--- src/rtl/spi_master_multi_if.sv ---
// Host-side handshake bundle for spi_master_multi: start/ready request channel
// and the one-cycle read-data strobe back to the configuration sequencer.
interface spi_master_multi_if #(
   parameter int DATA_W = 16,
   parameter int CS_W   = 2
);
   logic              start_in;
   logic [CS_W-1:0]   cs_sel_in;
   logic [DATA_W-1:0] tx_data_in;
   logic [DATA_W-1:0] rx_data_out;
   logic              rx_valid_out;
   logic              ready_out;
   logic              busy_out;

   modport master (
      input  start_in, cs_sel_in, tx_data_in,
      output rx_data_out, rx_valid_out, ready_out, busy_out
   );

   modport slave (
      output start_in, cs_sel_in, tx_data_in,
      input  rx_data_out, rx_valid_out, ready_out, busy_out
   );
endinterface

--- src/rtl/spi_master_multi.sv ---
// Parametrised SPI master: programmable SCK divider, all CPOL/CPHA modes,
// one-hot active-low chip selects, MSB-first words of DATA_W bits.
module spi_master_multi #(
   parameter int DATA_W  = 16,
   parameter int NUM_CS  = 4,
   parameter int CLK_DIV = 2,
   parameter bit CPOL    = 1'b0,
   parameter bit CPHA    = 1'b0
) (
   input  logic               clk_in,
   input  logic               rst_n_in,
   spi_master_multi_if.master bus,
   output logic               spi_sck_out,
   output logic [NUM_CS-1:0]  spi_cs_n_out,
   output logic               spi_sdo_out,
   input  logic               spi_sdi_in
);
   localparam int CS_W  = (NUM_CS > 1) ? $clog2(NUM_CS) : 1;
   localparam int BIT_W = $clog2(DATA_W + 1);
   localparam int DIV_W = $clog2(CLK_DIV + 1);
   localparam logic [DIV_W-1:0] DIV_LOAD = DIV_W'(CLK_DIV - 1);
   localparam logic [BIT_W-1:0] BIT_LAST = BIT_W'(DATA_W);

   typedef enum logic [2:0] {S_IDLE, S_SETUP, S_SHIFT, S_HOLD, S_GAP} state_t;

   state_t              r_state, w_next_state;
   logic [1:0]          r_rst_sync;
   logic                w_rst_n;
   logic [DIV_W-1:0]    r_div;
   logic [BIT_W-1:0]    r_bit, w_bit_next;
   logic                r_sck, r_sdo, r_rx_valid;
   logic [NUM_CS-1:0]   r_cs_n, w_cs_dec;
   logic [DATA_W-1:0]   r_tx, r_rx, r_rx_data;
   logic                w_div_zero, w_leading, w_toggle, w_sample, w_shift_edge, w_last;

   // NOTE: reset asserts asynchronously but is released on a clock edge so no
   // flop sees the deassertion inside its recovery window.
   always_ff @(posedge clk_in or negedge rst_n_in) begin
      if (!rst_n_in) r_rst_sync <= 2'b00;
      else           r_rst_sync <= {r_rst_sync[0], 1'b1};
   end
   assign w_rst_n = r_rst_sync[1];

   assign w_div_zero   = (r_div == '0);
   assign w_leading    = (r_sck == CPOL);
   assign w_toggle     = (r_state == S_SHIFT) && w_div_zero;
   assign w_sample     = w_toggle && (w_leading != CPHA);
   assign w_shift_edge = w_toggle && (w_leading == CPHA);
   assign w_bit_next   = w_sample ? r_bit + BIT_W'(1) : r_bit;
   assign w_last       = w_toggle && !w_leading && (w_bit_next == BIT_LAST);

   always_ff @(posedge clk_in or negedge w_rst_n) begin
      if (!w_rst_n) r_state <= S_IDLE;
      else          r_state <= w_next_state;
   end

   // NOTE: every variable written here gets a default first, so no path can
   // leave it unassigned and infer a latch.
   always_comb begin
      w_next_state = r_state;
      w_cs_dec     = '1;
      for (int i = 0; i < NUM_CS; i++)
         if (bus.cs_sel_in == CS_W'(i)) w_cs_dec[i] = 1'b0;
      case (r_state)
         S_IDLE:  if (bus.start_in) w_next_state = S_SETUP;
         S_SETUP: if (w_div_zero)   w_next_state = S_SHIFT;
         S_SHIFT: if (w_last)       w_next_state = S_HOLD;
         S_HOLD:  if (w_div_zero)   w_next_state = S_GAP;
         S_GAP:   if (w_div_zero)   w_next_state = S_IDLE;
         default:                   w_next_state = S_IDLE;
      endcase
   end

   // NOTE: sequential state uses non-blocking assignments only, so every
   // right-hand side reads the pre-edge value regardless of statement order.
   always_ff @(posedge clk_in or negedge w_rst_n) begin
      if (!w_rst_n) begin
         r_div      <= '0;
         r_bit      <= '0;
         r_sck      <= CPOL;
         r_sdo      <= 1'b0;
         r_cs_n     <= '1;
         r_tx       <= '0;
         r_rx       <= '0;
         r_rx_data  <= '0;
         r_rx_valid <= 1'b0;
      end else begin
         r_rx_valid <= 1'b0;
         if (r_state == S_IDLE) begin
            if (bus.start_in) begin
               r_div  <= DIV_LOAD;
               r_bit  <= '0;
               r_sck  <= CPOL;
               r_cs_n <= w_cs_dec;
               if (CPHA) begin
                  r_tx  <= bus.tx_data_in;
                  r_sdo <= 1'b0;
               end else begin
                  r_tx  <= {bus.tx_data_in[DATA_W-2:0], 1'b0};
                  r_sdo <= bus.tx_data_in[DATA_W-1];
               end
            end
         end else begin
            // Every phase ends on a divider underflow, so this reload is also the phase-entry reload.
            r_div <= w_div_zero ? DIV_LOAD : r_div - DIV_W'(1);
            if (r_state == S_SETUP && w_div_zero) r_bit <= '0;
            if (w_toggle) begin
               r_sck <= ~r_sck;
               if (w_sample) begin
                  r_rx  <= {r_rx[DATA_W-2:0], spi_sdi_in};
                  r_bit <= w_bit_next;
               end
               if (w_shift_edge && !(!CPHA && w_last)) begin
                  r_sdo <= r_tx[DATA_W-1];
                  r_tx  <= {r_tx[DATA_W-2:0], 1'b0};
               end
            end
            if (r_state == S_HOLD && w_div_zero) begin
               r_cs_n     <= '1;
               r_sdo      <= 1'b0;
               r_rx_data  <= r_rx;
               r_rx_valid <= 1'b1;
            end
         end
      end
   end

   assign spi_sck_out      = r_sck;
   assign spi_cs_n_out     = r_cs_n;
   assign spi_sdo_out      = r_sdo;
   assign bus.rx_data_out  = r_rx_data;
   assign bus.rx_valid_out = r_rx_valid;
   assign bus.ready_out    = (r_state == S_IDLE);
   assign bus.busy_out     = (r_state != S_IDLE);
endmodule

--- src/flat_wrapper.sv ---
// flat-port wrapper written by rule: the top's interface ports become plain ports
module spi_master_multi_flat 
#(
   parameter int DATA_W  = 16,
   parameter int NUM_CS  = 4,
   parameter int CLK_DIV = 2,
   parameter bit CPOL    = 1'b0,
   parameter bit CPHA    = 1'b0
)
  (clk_in, rst_n_in, spi_sck_out, spi_cs_n_out, spi_sdo_out, spi_sdi_in, bus_start_in, bus_cs_sel_in, bus_tx_data_in, bus_rx_data_out, bus_rx_valid_out, bus_ready_out, bus_busy_out);
  spi_master_multi_if #(.DATA_W(DATA_W), .CS_W(2)) bus_i ();
  input  logic clk_in;
  input  logic rst_n_in;
  output logic spi_sck_out;
  output logic [NUM_CS-1:0] spi_cs_n_out;
  output logic spi_sdo_out;
  input  logic spi_sdi_in;
  input wire logic [$bits(bus_i.start_in)-1:0] bus_start_in;
  input wire logic [$bits(bus_i.cs_sel_in)-1:0] bus_cs_sel_in;
  input wire logic [$bits(bus_i.tx_data_in)-1:0] bus_tx_data_in;
  output wire logic [$bits(bus_i.rx_data_out)-1:0] bus_rx_data_out;
  output wire logic [$bits(bus_i.rx_valid_out)-1:0] bus_rx_valid_out;
  output wire logic [$bits(bus_i.ready_out)-1:0] bus_ready_out;
  output wire logic [$bits(bus_i.busy_out)-1:0] bus_busy_out;
  assign bus_i.start_in = bus_start_in;
  assign bus_i.cs_sel_in = bus_cs_sel_in;
  assign bus_i.tx_data_in = bus_tx_data_in;
  assign bus_rx_data_out = bus_i.rx_data_out;
  assign bus_rx_valid_out = bus_i.rx_valid_out;
  assign bus_ready_out = bus_i.ready_out;
  assign bus_busy_out = bus_i.busy_out;
  spi_master_multi #(.DATA_W(DATA_W), .NUM_CS(NUM_CS), .CLK_DIV(CLK_DIV), .CPOL(CPOL), .CPHA(CPHA)) u_core (.clk_in(clk_in), .rst_n_in(rst_n_in), .bus(bus_i), .spi_sck_out(spi_sck_out), .spi_cs_n_out(spi_cs_n_out), .spi_sdo_out(spi_sdo_out), .spi_sdi_in(spi_sdi_in));
endmodule
--- config.mk ---
export PLATFORM = sky130hd
export DESIGN_NAME = spi_master_multi_flat
export DESIGN_NICKNAME = d
export VERILOG_FILES = /design/src/rtl/spi_master_multi_if.sv /design/src/rtl/spi_master_multi.sv /design/src/flat_wrapper.sv
export SDC_FILE = /design/constraint.sdc
export NUM_CORES = 1
export LEC_CHECK = 0
export CAP_MARGIN = 20
export CORE_MARGIN = 5
export CORE_UTILIZATION = 35
export CTS_CLUSTER_DIAMETER = 100
export DETAILED_ROUTE_END_ITERATION = 12
export PLACE_DENSITY = 0.58
export SLEW_MARGIN = 25
export SYNTH_ARGS = -nofsm -noshare
export SYNTH_HDL_FRONTEND = slang
export SYNTH_SLANG_ARGS = --single-unit
--- constraint.sdc ---
create_clock -name clk_in -period 4 [get_ports clk_in]
set_input_delay 1.2 -clock clk_in [delete_from_list [all_inputs] [get_ports clk_in]]
set_output_delay 1.2 -clock clk_in [all_outputs]
set_load 0.02 [all_outputs]
# Word-level counts from Yosys, hierarchy flattened
# Index checks and enable logic that the tools add are counted.
# word_totals
out_inout_bits,25
regBits,67
elab_cells,88
in_bits,22
# classes
n_reduce_logical,24
muxes,36
n_addsub,2
n_eq_ne,13
bitwise,2
# ops
cell,count
16-bit 2-to-1 mux,4
5-bit 2-to-1 mux,6
3-bit 2-to-1 mux,5
3-bit one-hot mux with 5 select lines,1
1-bit 2-to-1 mux,14
4-bit 2-to-1 mux,3
3-bit AND reduction,3
3-bit nonzero test,3
"2-bit by 1-bit != test with 1-bit output, second input constant",4
1-bit logical AND,7
"3-bit by 2-bit == test with 1-bit output, second input constant",2
2-bit 2-to-1 mux,3
2-bit AND reduction,3
2-bit nonzero test,3
"5-bit by 1-bit adder with 5-bit output, second input constant",1
"5-bit == test, second input constant",1
5-bit AND reduction,1
"2-bit == test, second input constant",2
2-bit logical NOT,2
"3-bit by 1-bit == test with 1-bit output, second input constant",1
"3-bit == test, second input constant",1
3-bit logical NOT,1
"2-bit by 1-bit == test with 1-bit output, second input constant",1
"2-bit != test, second input constant",1
other kinds (3),4

# Depth between registers and ports, before layout
# Gate-level depths: netlist of the first run.
# depth
depth_word,12
mapped_depth,7

# Worst setup path after synthesis of the first run
# OpenSTA, ideal clock, no wires.
# synth_timing
path_type,register to output
startpoint,register u_core.r_state[0]
endpoint,output bus_busy_out
arrival_ns,1.265
slack_ns,1.535
t_required_ns,2.800
path_stages_with_launch,5
path_cell_list,dfrtp_1 clkbuf_2 or3_1 buf_2 buf_2
# synth_between
elab_chain_cells,1
# synth_rtl
element,line,rtl
from (decl),spi_master_multi.sv:26,"state_t r_state, w_next_state;"
from (signal assigned),spi_master_multi.sv:54,else r_state <= w_next_state;
3-bit nonzero test,spi_master_multi.sv:134,assign bus.busy_out = (r_state != S_IDLE);
to (decl),flat_wrapper.sv:24,output wire logic [$bits(bus_i.busy_out)-1:0] bus_busy_out;
# No other way between the ends.

# Final worst setup path of the first run
# layout_timing
startpoint,register u_core.r_state[2]
endpoint,output bus_ready_out
# layout_between
elab_chain_cells,1
# layout_rtl
element,line,rtl
3-bit logical NOT,spi_master_multi.sv:133,assign bus.ready_out = (r_state == S_IDLE);
to (decl),flat_wrapper.sv:23,output wire logic [$bits(bus_i.ready_out)-1:0] bus_ready_out;
# No other way between the ends.

==> flow_summary.json, run 1 <==
{
  "grt_pass1_wl_um": 9960,
  "cts_setup_buffers": 0,
  "vias": 2108,
  "hp-class": "reg2async",
  "synthArstFlopShare_pct": 100,
  "ys.flop_type": "dfrtp_1",
  "syn_nets": 302,
  "wl_um": 5990,
  "fin_ws_ns": 0.516,
  "seqPwrFrac_pct": 39.1,
  "area_delta_synth_final_pct": 26.2,
  "drtAntennaViolNets": 0,
  "gp_congestion": 0.809,
  "hold_viol_final": 0,
  "max_freq_mhz": 287,
  "ys_seq_elements": 66,
  "pre_cts_slack_ns": 0.858,
  "grt_pass1_vias": 2091,
  "leakage_nw": 1.77,
  "grt.total_usage_pct": 12.4,
  "switching_share_pct": 35.1,
  "grt_start_max_net_pins": 43,
  "finalCriticalPeriod_ns": 3.48,
  "cp.required_ns": 2.80,
  "fin_tns_setup_ns": 0,
  "final_common_cell": "nand2_1",
  "p_switching_mw": 0.941,
  "syn_inst": 279,
  "die-area_um2": 10300,
  "drive_above_1_share_pct": 19.1,
  "via_per_inst": 4.85,
  "reg2reg_from": "u_core.r_state[2]",
  "powerDensity_nw_per_um2": 724,
  "ios": 47,
  "end_kind": "output port",
  "yosysSeqAreaShare_pct": 56.4,
  "globalRouteOverflowTotal": 0,
  "finalSetupViolCount": 0,
  "num_rows": 33,
  "final_cell_mix": "nand2_1, dfrtp_1, clkdlybuf4s50_1, mux2_2, clkbuf_8",
  "met3_usage_pct": 6.27,
  "synth.distinct_cells": 46,
  "path_class": "reg2out",
  "cts-resized-gates": 0,
  "grt_util_met1_pct": 15.9,
  "numCtsBuffers": 9,
  "antenna_found_initial": 0,
  "htreeDepth": 3,
  "chipHeight_um": 102,
  "clkSlewWorstSetupHoldPaths_ns": 0.07,
  "first_iter_violations": 153,
  "final_nets": 348,
  "arrival_ns": 2.28,
  "synth_warnings": 0,
  "fin_skew_ns": 0.00739,
  "cts_root_buf": "clkbuf_8",
  "p_int_mw": 1.74,
  "avgSynthCellArea_um2": 10.5,
  "reg2regPathDepth": 6,
  "rsz0062_at_grt": "false",
  "worst_pin_slew_ns": 0.810,
  "rrSetupSlack_ns": 1.87,
  "slew_violations": 0,
  "clk_latency_ns": 0.33,
  "reg2reg_to": "u_core.r_tx[12]",
  "antenna_cells": 0,
  "io_buffers": 46,
  "cts_buffer_depth": 2,
  "period_share_pct": 87.1,
  "core_um2": 8180,
  "run_status": "finished, final reports clean",
  "wl_per_cell_um": 13.8,
  "maxSlewHeadroom_pct": 46.0,
  "maxCapViolations": 0,
  "ir_drop_v": 0.000337,
  "route.detailed.drc": 0,
  "grt.busiest_layer": "met2",
  "tritoncts": "done",
  "dr.pass1.iters": 4,
  "cts.sinks": 66,
  "start_kind": "register",
  "hold_buffers": 0,
  "start_util_pct": 35.9,
  "grt_use_met2_pct": 18.6,
  "die_w_um": 102,
  "comb_power_share_pct": 37.6,
  "crit_fanout": 20,
  "hpwl_um": 3870,
  "synth_edf_count": 0,
  "syn_area_um2": 2940,
  "nFillCells": 794,
  "power_frac_clock_pct": 23.4
}
==> synthesized netlist by cell type (2+ instances only) <==
cell        n  area share, %
mux2_4      9            4.6
nor3b_1     2           0.51
dfrtp_1    62             53
o21a_1      2           0.51
a21o_1      2           0.51
o21ai_0     4           0.68
a31oi_1     5            1.1
nand3_1     2           0.34
a22o_1      2           0.60
a21oi_1     7            1.2
clkbuf_1    4           0.51
inv_1       2           0.26
or3_1       2           0.43
buf_2       8            1.4
buf_6       2           0.77
mux2_2     21            8.1
nand2_1   100             13
nor3_1      5           0.85
dfstp_2     4            3.6
nand4_1     2           0.43
nor2_1      7           0.89
==> how the worst max path moves through the flow <==
stage / start / to / depth (start not counted)
4_1_cts: u_core.r_state[2] / bus_ready_out / 3
3_3_place_gp: u_core.r_state[2] / bus_ready_out / 3
3_5_place_dp: u_core.r_state[2] / bus_ready_out / 3
6_report: u_core.r_state[2] / bus_ready_out / 3
2_1_floorplan: u_core.r_state[0] / bus_busy_out / 4
5_1_grt: u_core.r_state[0] / bus_ready_out / 3
==> sequential cells by signal, indices dropped and copies added, names as in the netlist <==
register and cells:
u_core.spi_sdo_out 1, u_core.spi_cs_n_out 4, u_core.r_rst_sync 2, u_core.r_tx 15, u_core.spi_sck_out 1, u_core.r_rx 16, u_core.r_bit 5, u_core.r_div 2
u_core.bus.rx_valid_out 1, u_core.bus.rx_data_out 16, u_core.r_state 3
==> critical path: stages, from the launching register on <==
cell	delay, ns
dfrtp_1	0.55
or3_1	0.63
clkinv_1	0.19
clkdlybuf4s50_1	0.58
==> kinds of logic after synthesis <==
kind of cell               count (synthesis)  share of synthesized area [%]
buffers and inverters                     18                           3.20
adders and majority gates                  1                          0.426
DFF                                       66                           56.4
other                                      1                          0.128
AOI/OAI and AO/OA                         31                           7.24
muxes                                     30                           12.7
xor gates and xnor gates                   1                          0.298
and+or+nand+nor                          131                           19.6
==> metrics by stage <==
stage / instances / instance area, um2 / power (mW) / utilization, % / hold WS [ns]
after global placement: 419 / 3480 / 2.06 / 42.5 / 0.258
after CTS: 435 / 3700 / 2.72 / 45.3 / 0.264
after global routing: 435 / 3710 / 2.88 / 45.3 / 0.290
after detailed placement: 419 / 3480 / 2.07 / 42.5 / 0.260
after floorplan: 279 / 2940 / 1.77 / - / 0.331
final: 435 / 3710 / 2.68 / 45.3 / 0.242
==> power groups by stage <==
stage / registers (mW) / clock network (mW) / logic, mW
finish: 1.05 / 0.627 / 1.01
global route: 1.08 / 0.679 / 1.12
CTS: 1.05 / 0.649 / 1.02
detailed placement: 1.06 / 0 / 1.02
global placement: 1.06 / 0 / 1.00
floorplan: 1.07 / 0 / 0.697
==> per-layer routing <==
metal / vias up / wire length (um)
met4: 0 / 62
met1: 1008 / 2920
met5: - / 0
met2: 65 / 2510
met3: 7 / 501
li1: 1028 / -
==> area by class of cell <==
class / instances / area [um2] / area share, %
Sequential cell: 66 / 1660 / 44.7
Multi-Input combinational cell: 195 / 1190 / 32.0
Timing Repair Buffer: 50 / 490 / 13.2
Clock buffer: 10 / 138 / 3.71
Tap cell: 105 / 131 / 3.54
Clock inverter: 6 / 90.1 / 2.43
Inverter: 3 / 11.3 / 0.304
(Power assumes the default switching activity.)
==> run 2: changes to the inputs <==
--- a/config.mk
+++ b/config.mk
@@ -5,6 +5,7 @@
 export SDC_FILE = /design/constraint.sdc
 export NUM_CORES = 1
 export LEC_CHECK = 0
+export ABC_AREA = 1
 export CAP_MARGIN = 20
 export CORE_MARGIN = 5
 export CORE_UTILIZATION = 35
@@ -15,3 +16,4 @@
 export SYNTH_ARGS = -nofsm -noshare
 export SYNTH_HDL_FRONTEND = slang
 export SYNTH_SLANG_ARGS = --single-unit
+export TNS_END_PERCENT = 100
==> flow_summary.json, run 2 <==
{
  "run_status": "finished, final reports clean",
  "dr.pass1.iters": 4,
  "numCtsBuffers": 9,
  "grt_start_max_net_pins": 41,
  "start_kind": "register",
  "path_class": "reg2out",
  "fin_skew_ns": 0.0120,
  "start_util_pct": 35.9,
  "yosysSeqAreaShare_pct": 56.1,
  "synth.distinct_cells": 28,
  "maxSlewHeadroom_pct": 42.7,
  "die-area_um2": 10400,
  "synthArstFlopShare_pct": 100,
  "powerDensity_nw_per_um2": 695,
  "cts_root_buf": "clkbuf_8",
  "drtAntennaViolNets": 0,
  "period_share_pct": 78.6,
  "grt.total_usage_pct": 13.3,
  "cts_setup_buffers": 0,
  "crit_path_cell_trace": "inv_1 -> nand2_1 -> nor2_1 -> buf_4 -> clkdlybuf4s50_1",
  "hp-class": "reg2reg",
  "crit_fanout": 24,
  "antenna_found_initial": 0,
  "rsz0062_at_grt": "false",
  "avgSynthCellArea_um2": 8.26,
  "drive_above_1_share_pct": 8.56,
  "leakage_nw": 1.79,
  "worst_pin_slew_ns": 0.859,
  "cts_buffer_depth": 2,
  "wl_per_cell_um": 12.2,
  "route.detailed.drc": 0,
  "antenna_cells": 0,
  "ios": 47,
  "placed_area_um2": 3500,
  "via_per_inst": 4.64,
  "ys_seq_elements": 66,
  "ys.flop_type": "dfrtp_1",
  "cts-resized-gates": 0,
  "die_w_um": 102,
  "yosys.area.top_type": "dfrtp_1",
  "final_common_cell": "nand2_1",
  "area_delta_synth_final_pct": 26.3,
  "final-seq-area_um2": 1660,
  "nFillCells": 806,
  "cp.required_ns": 2.80,
  "hold_viol_final": 0,
  "yosys-top-cells-count": "nand2_1, dfrtp_1, o21ai_0",
  "multi_input_area_um2": 1090,
  "syn_inst": 357,
  "chipHeight_um": 102,
  "slowest_stage": "clkdlybuf4s50_1",
  "end_kind": "output port",
  "synthTopCellsByArea": "dfrtp_1, nand2_1, o21ai_0, nand3_1, inv_1",
  "first_iter_violations": 137,
  "ir_drop_v": 0.000226,
  "core_um2": 8220,
  "fin_tns_setup_ns": 0,
  "globalRouteOverflowTotal": 0,
  "synth_edf_count": 0,
  "num_rows": 33,
  "slowest_delay_ns": 0.65,
  "synth_warnings": 0,
  "reg2regPathDepth": 12,
  "finalCriticalPeriod_ns": 3.14,
  "hold_buffers": 0,
  "gp_congestion": 0.801,
  "final_nets": 427,
  "finalSetupViolCount": 0,
  "synth_top_area_share_pct": 52.6,
  "hold_path_depth": 0,
  "syn_area_um2": 2950,
  "htreeDepth": 3,
  "vias": 2387,
  "grt_pass1_vias": 2394,
  "synth_most_common_cell": "nand2_1",
  "syn_nets": 380,
  "fin_area_um2": 3730,
  "maxCapViolations": 0,
  "max_freq_mhz": 318,
  "slew_violations": 0,
  "io_buffers": 46,
  "final_cell_mix": "nand2_1, dfrtp_1, clkdlybuf4s50_1, o21ai_0, inv_1",
  "clkSlewWorstSetupHoldPaths_ns": 0.07,
  "clk_latency_ns": 0.35,
  "grt_pass1_wl_um": 10900,
  "hpwl_um": 4190,
  "wl_um": 6250,
  "tritoncts": "done",
  "cts.sinks": 66,
  "arrival_ns": 1.94
}
run 2: cell count changes in the layout (fill, tap and decap cells not counted), moves of 3 or more:
| cell | before | now |
|---|---|---|
| o21ai_0 | 4 | 39 |
| nand2_1 | 100 | 134 |
| inv_1 | 2 | 34 |
| nand3_1 | 2 | 30 |
| mux2_2 | 21 | 0 |
| mux2_4 | 9 | 0 |
| a21oi_1 | 7 | 0 |
| nor2_1 | 7 | 13 |
| a31oi_1 | 5 | 1 |
| nor3_1 | 5 | 1 |
| a41oi_1 | 1 | 4 |
run 2: kinds of logic after synthesis:
group,share of synthesized area (%)
AOI/OAI and AO/OA,9.16
xor gates and xnor gates,0.297
adders and majority gates,0.424
buffers and inverters,7.04
DFF,56.1
other,0.127
and+or+nand+nor,26.8
run 2: area by class of cell:
type,instances,area share (%)
Inverter,36,3.63
Tap cell,105,3.53
Clock buffer,9,3.32
Timing Repair Buffer,50,13.2
Sequential cell,66,44.5
Clock inverter,7,2.72
Multi-Input combinational cell,241,29.1
run 2: final timing paths:
check,start,to,slack [ns]
setup / recovery,u_core.r_state[2],bus_ready_out,0.86
hold / removal,u_core.r_rst_sync[0],u_core.r_rst_sync[1],0.35
setup reg to reg,u_core.r_div[1],u_core.r_tx[14],1.70
hold reg to reg,u_core.r_rst_sync[0],u_core.r_rst_sync[1],0.35
max in group asynchronous,u_core.r_rst_sync[1],u_core.spi_cs_n_out[2],2.74
min in group asynchronous,u_core.r_rst_sync[1],u_core.bus.rx_data_out[11],0.38
run 2: where the power goes:
group / internal [mW] / leakage [nW] / total (mW) / switching (mW)
Clock: 0.355 / 0.106 / 0.630 / 0.275
Sequential: 0.860 / 0.865 / 0.970 / 0.110
Combinational: 0.371 / 0.816 / 0.988 / 0.618
Total: 1.59 / 1.79 / 2.59 / 1.00
run 2: per-stage QoR:
stage | hold WS, ns | utilization (%) | total power, mW | setup slack [ns] | cells
2_1_floorplan | 0.331 | - | 1.66 | 1.61 | 357
3_3_place_gp | 0.338 | 42.6 | 1.97 | 1.10 | 498
3_5_place_dp | 0.341 | 42.6 | 1.99 | 1.06 | 498
4_1_cts | 0.359 | 45.3 | 2.63 | 0.812 | 514
5_1_grt | 0.382 | 45.3 | 2.80 | 0.704 | 514
6_report | 0.354 | 45.3 | 2.59 | 0.857 | 514
run 2: worst max-delay path, delay by kind of cell, from the launching register on:
family | cells | cell delay, ns
DFF | 1 | 0.42
buffers and inverters | 3 | 1.00
and+or+nand+nor | 2 | 0.18
run 2: routing by layer:
layer / share of wire [%] / GRT usage (%) / vias to the layer above
li1: - / - / 1224
met5: 0 / 0 / -
met4: 2.0 / 6.05 / 0
met3: 3.3 / 3.89 / 8
met1: 49 / 17.4 / 1121
met2: 46 / 20.6 / 34
==> run 3: changes to the inputs <==
==> constraint.sdc (replaced) <==
create_clock -name clk_in -period 3.25 [get_ports clk_in]
set_input_delay 0.975 -clock clk_in [delete_from_list [all_inputs] [get_ports clk_in]]
set_output_delay 0.975 -clock clk_in [all_outputs]
set_load 0.02 [all_outputs]
==> flow_summary.json, run 3 (same netlist as run 2, synthesis figures left out) <==
{
  "finalCriticalPeriod_ns": 2.74,
  "hp-class": "reg2async",
  "slowest_stage": "clkdlybuf4s50_1",
  "crit_path_cell_trace": "inv_1 -> nand2_1 -> nor2_1 -> clkdlybuf4s50_1",
  "reg2regPathDepth": 12,
  "run_status": "finished, final reports clean",
  "slew_violations": 0,
  "powerDensity_nw_per_um2": 816,
  "end_kind": "output port",
  "core_um2": 8220,
  "cts_root_buf": "clkbuf_8",
  "worst-path-buf-inv": 2,
  "die-area_um2": 10400,
  "fin_area_um2": 3670,
  "slowest_delay_ns": 0.64,
  "placed_area_um2": 3520,
  "cts_buffer_depth": 2,
  "p_int_mw": 1.80,
  "drive_above_1_share_pct": 8.03,
  "drtAntennaViolNets": 0,
  "maxCapViolations": 0,
  "hold_buffers": 0,
  "globalRouteOverflowTotal": 0,
  "crit_start": "u_core.r_state[2]",
  "clkSlewWorstSetupHoldPaths_ns": 0.07,
  "vias": 2380,
  "crit_fanout": 4,
  "htreeDepth": 3,
  "start_kind": "register",
  "path_class": "reg2out",
  "cts_setup_buffers": 0,
  "p_switching_mw": 1.20,
  "finalSetupViolCount": 0,
  "reg2reg_to": "u_core.r_tx[13]",
  "chipHeight_um": 102,
  "grt.total_usage_pct": 13.4,
  "wl_um": 6380,
  "final_cell_mix": "nand2_1, dfrtp_1, clkdlybuf4s50_1, o21ai_0, inv_1",
  "period_share_pct": 84.2,
  "final_nets": 429,
  "rrSetupSlack_ns": 1.00,
  "fin_util_pct": 44.7,
  "area_delta_synth_final_pct": 24.5,
  "hold_viol_final": 0,
  "comb_power_share_pct": 40.9,
  "wl_per_cell_um": 12.4,
  "arrival_ns": 1.76,
  "final_cells": 516,
  "dr.pass1.iters": 4,
  "worst_pin_slew_ns": 0.622,
  "power_frac_clock_pct": 19.2,
  "cts.sinks": 66,
  "grt_pass1_vias": 2396,
  "via_per_inst": 4.61,
  "hpwl_um": 4400,
  "ios": 47,
  "cp.required_ns": 2.27,
  "rsz0062_at_grt": "false",
  "die_w_um": 102,
  "cts-resized-gates": 0,
  "fin_skew_ns": 0.0122,
  "numCtsBuffers": 9,
  "crit_end": "bus_ready_out",
  "route.detailed.drc": 0,
  "antenna_found_initial": 0,
  "num_rows": 33,
  "seqPwrFrac_pct": 39.9,
  "max_freq_mhz": 365,
  "reg2reg_from": "u_core.r_state[1]",
  "pre_cts_slack_ns": 0.856,
  "maxSlewHeadroom_pct": 58.5,
  "antenna_cells": 0,
  "ir_drop_v": 0.000272,
  "fin_tns_setup_ns": 0,
  "gp_congestion": 0.798,
  "switching_share_pct": 40.0,
  "post-place-cells": 500,
  "start_util_pct": 35.9,
  "first_iter_violations": 72,
  "path_delay_family": "buffers and inverters",
  "io_buffers": 46,
  "nFillCells": 799,
  "grt_pass1_wl_um": 11000,
  "leakage_nw": 1.77,
  "critical_path_depth": 4,
  "clk_latency_ns": 0.33,
  "final_common_cell": "nand2_1",
  "fin_ws_ns": 0.513,
  "tritoncts": "done",
  "grt_start_max_net_pins": 39
}
run 3: changes by cell type in the layout (fill, tap and decap cells not counted), sizes merged:
| cell | change |
|---|---|
| clkbuf | +4 |
| buf | +2 |
| bufinv | -2 |
| clkinvlp | -1 |
| inv | -1 |
run 3: worst min path at each step:
stage	start	end	slack [ns]	depth (start not counted)
finish	u_core.r_rst_sync[1]	u_core.r_bit[2]	0.29	0
floorplan	u_core.r_rst_sync[0]	u_core.r_rst_sync[1]	0.33	0
global placement	u_core.r_rst_sync[1]	u_core.bus.rx_data_out[11]	0.30	0
global route	u_core.r_rst_sync[0]	u_core.r_rst_sync[1]	0.36	0
detailed placement	u_core.r_rst_sync[1]	u_core.bus.rx_data_out[11]	0.31	0
CTS	u_core.r_rst_sync[1]	u_core.r_bit[2]	0.32	0
run 3: power by group through the flow:
stage / Clock (mW) / Combinational (mW) / Sequential [mW]
floorplan: 0 / 0.775 / 1.27
global placement: 0 / 1.22 / 1.20
detailed placement: 0 / 1.24 / 1.21
CTS: 0.600 / 1.24 / 1.20
global route: 0.633 / 1.41 / 1.23
finish: 0.575 / 1.23 / 1.20
run 3: worst reg2reg max path, stage by stage (launching register included):
cell and delay (ns):
dfrtp_1 0.42, nand2_1 0.16, nor2_4 0.06, nand2_2 0.45, inv_1 0.16, nand2_1 0.11, nand2_1 0.07, nor2_2 0.13
nand2_2 0.07, nand2_4 0.19, nand2_4 0.16, nand2_1 0.10, nand2_1 0.05
run 3: layout make-up:
class	instances	area, um2	area share [%]
clock buffers	13	139	3.78
clock inverters	3	17.5	0.477
inverters	36	135	3.68
multi-input cells	241	1090	29.6
flip-flops and latches	66	1660	45.1
well taps	105	131	3.58
repair buffers	52	505	13.8
run 3: metrics by stage:
stage               total power, mW  hold WS (ns)
global placement               2.42         0.302
floorplan                      2.05         0.331
detailed placement             2.45         0.313
CTS                            3.04         0.320
global route                   3.27         0.362
finish                         3.00         0.293
run 3: metal layers:
layer  global-route usage (%)  up-vias  share of wire, %
li1                         -     1229                 -
met1                     17.0     1114                48
met2                     22.0       33                47
met3                     3.48        4               3.7
met4                     5.45        0               1.2
met5                        0        -                 0
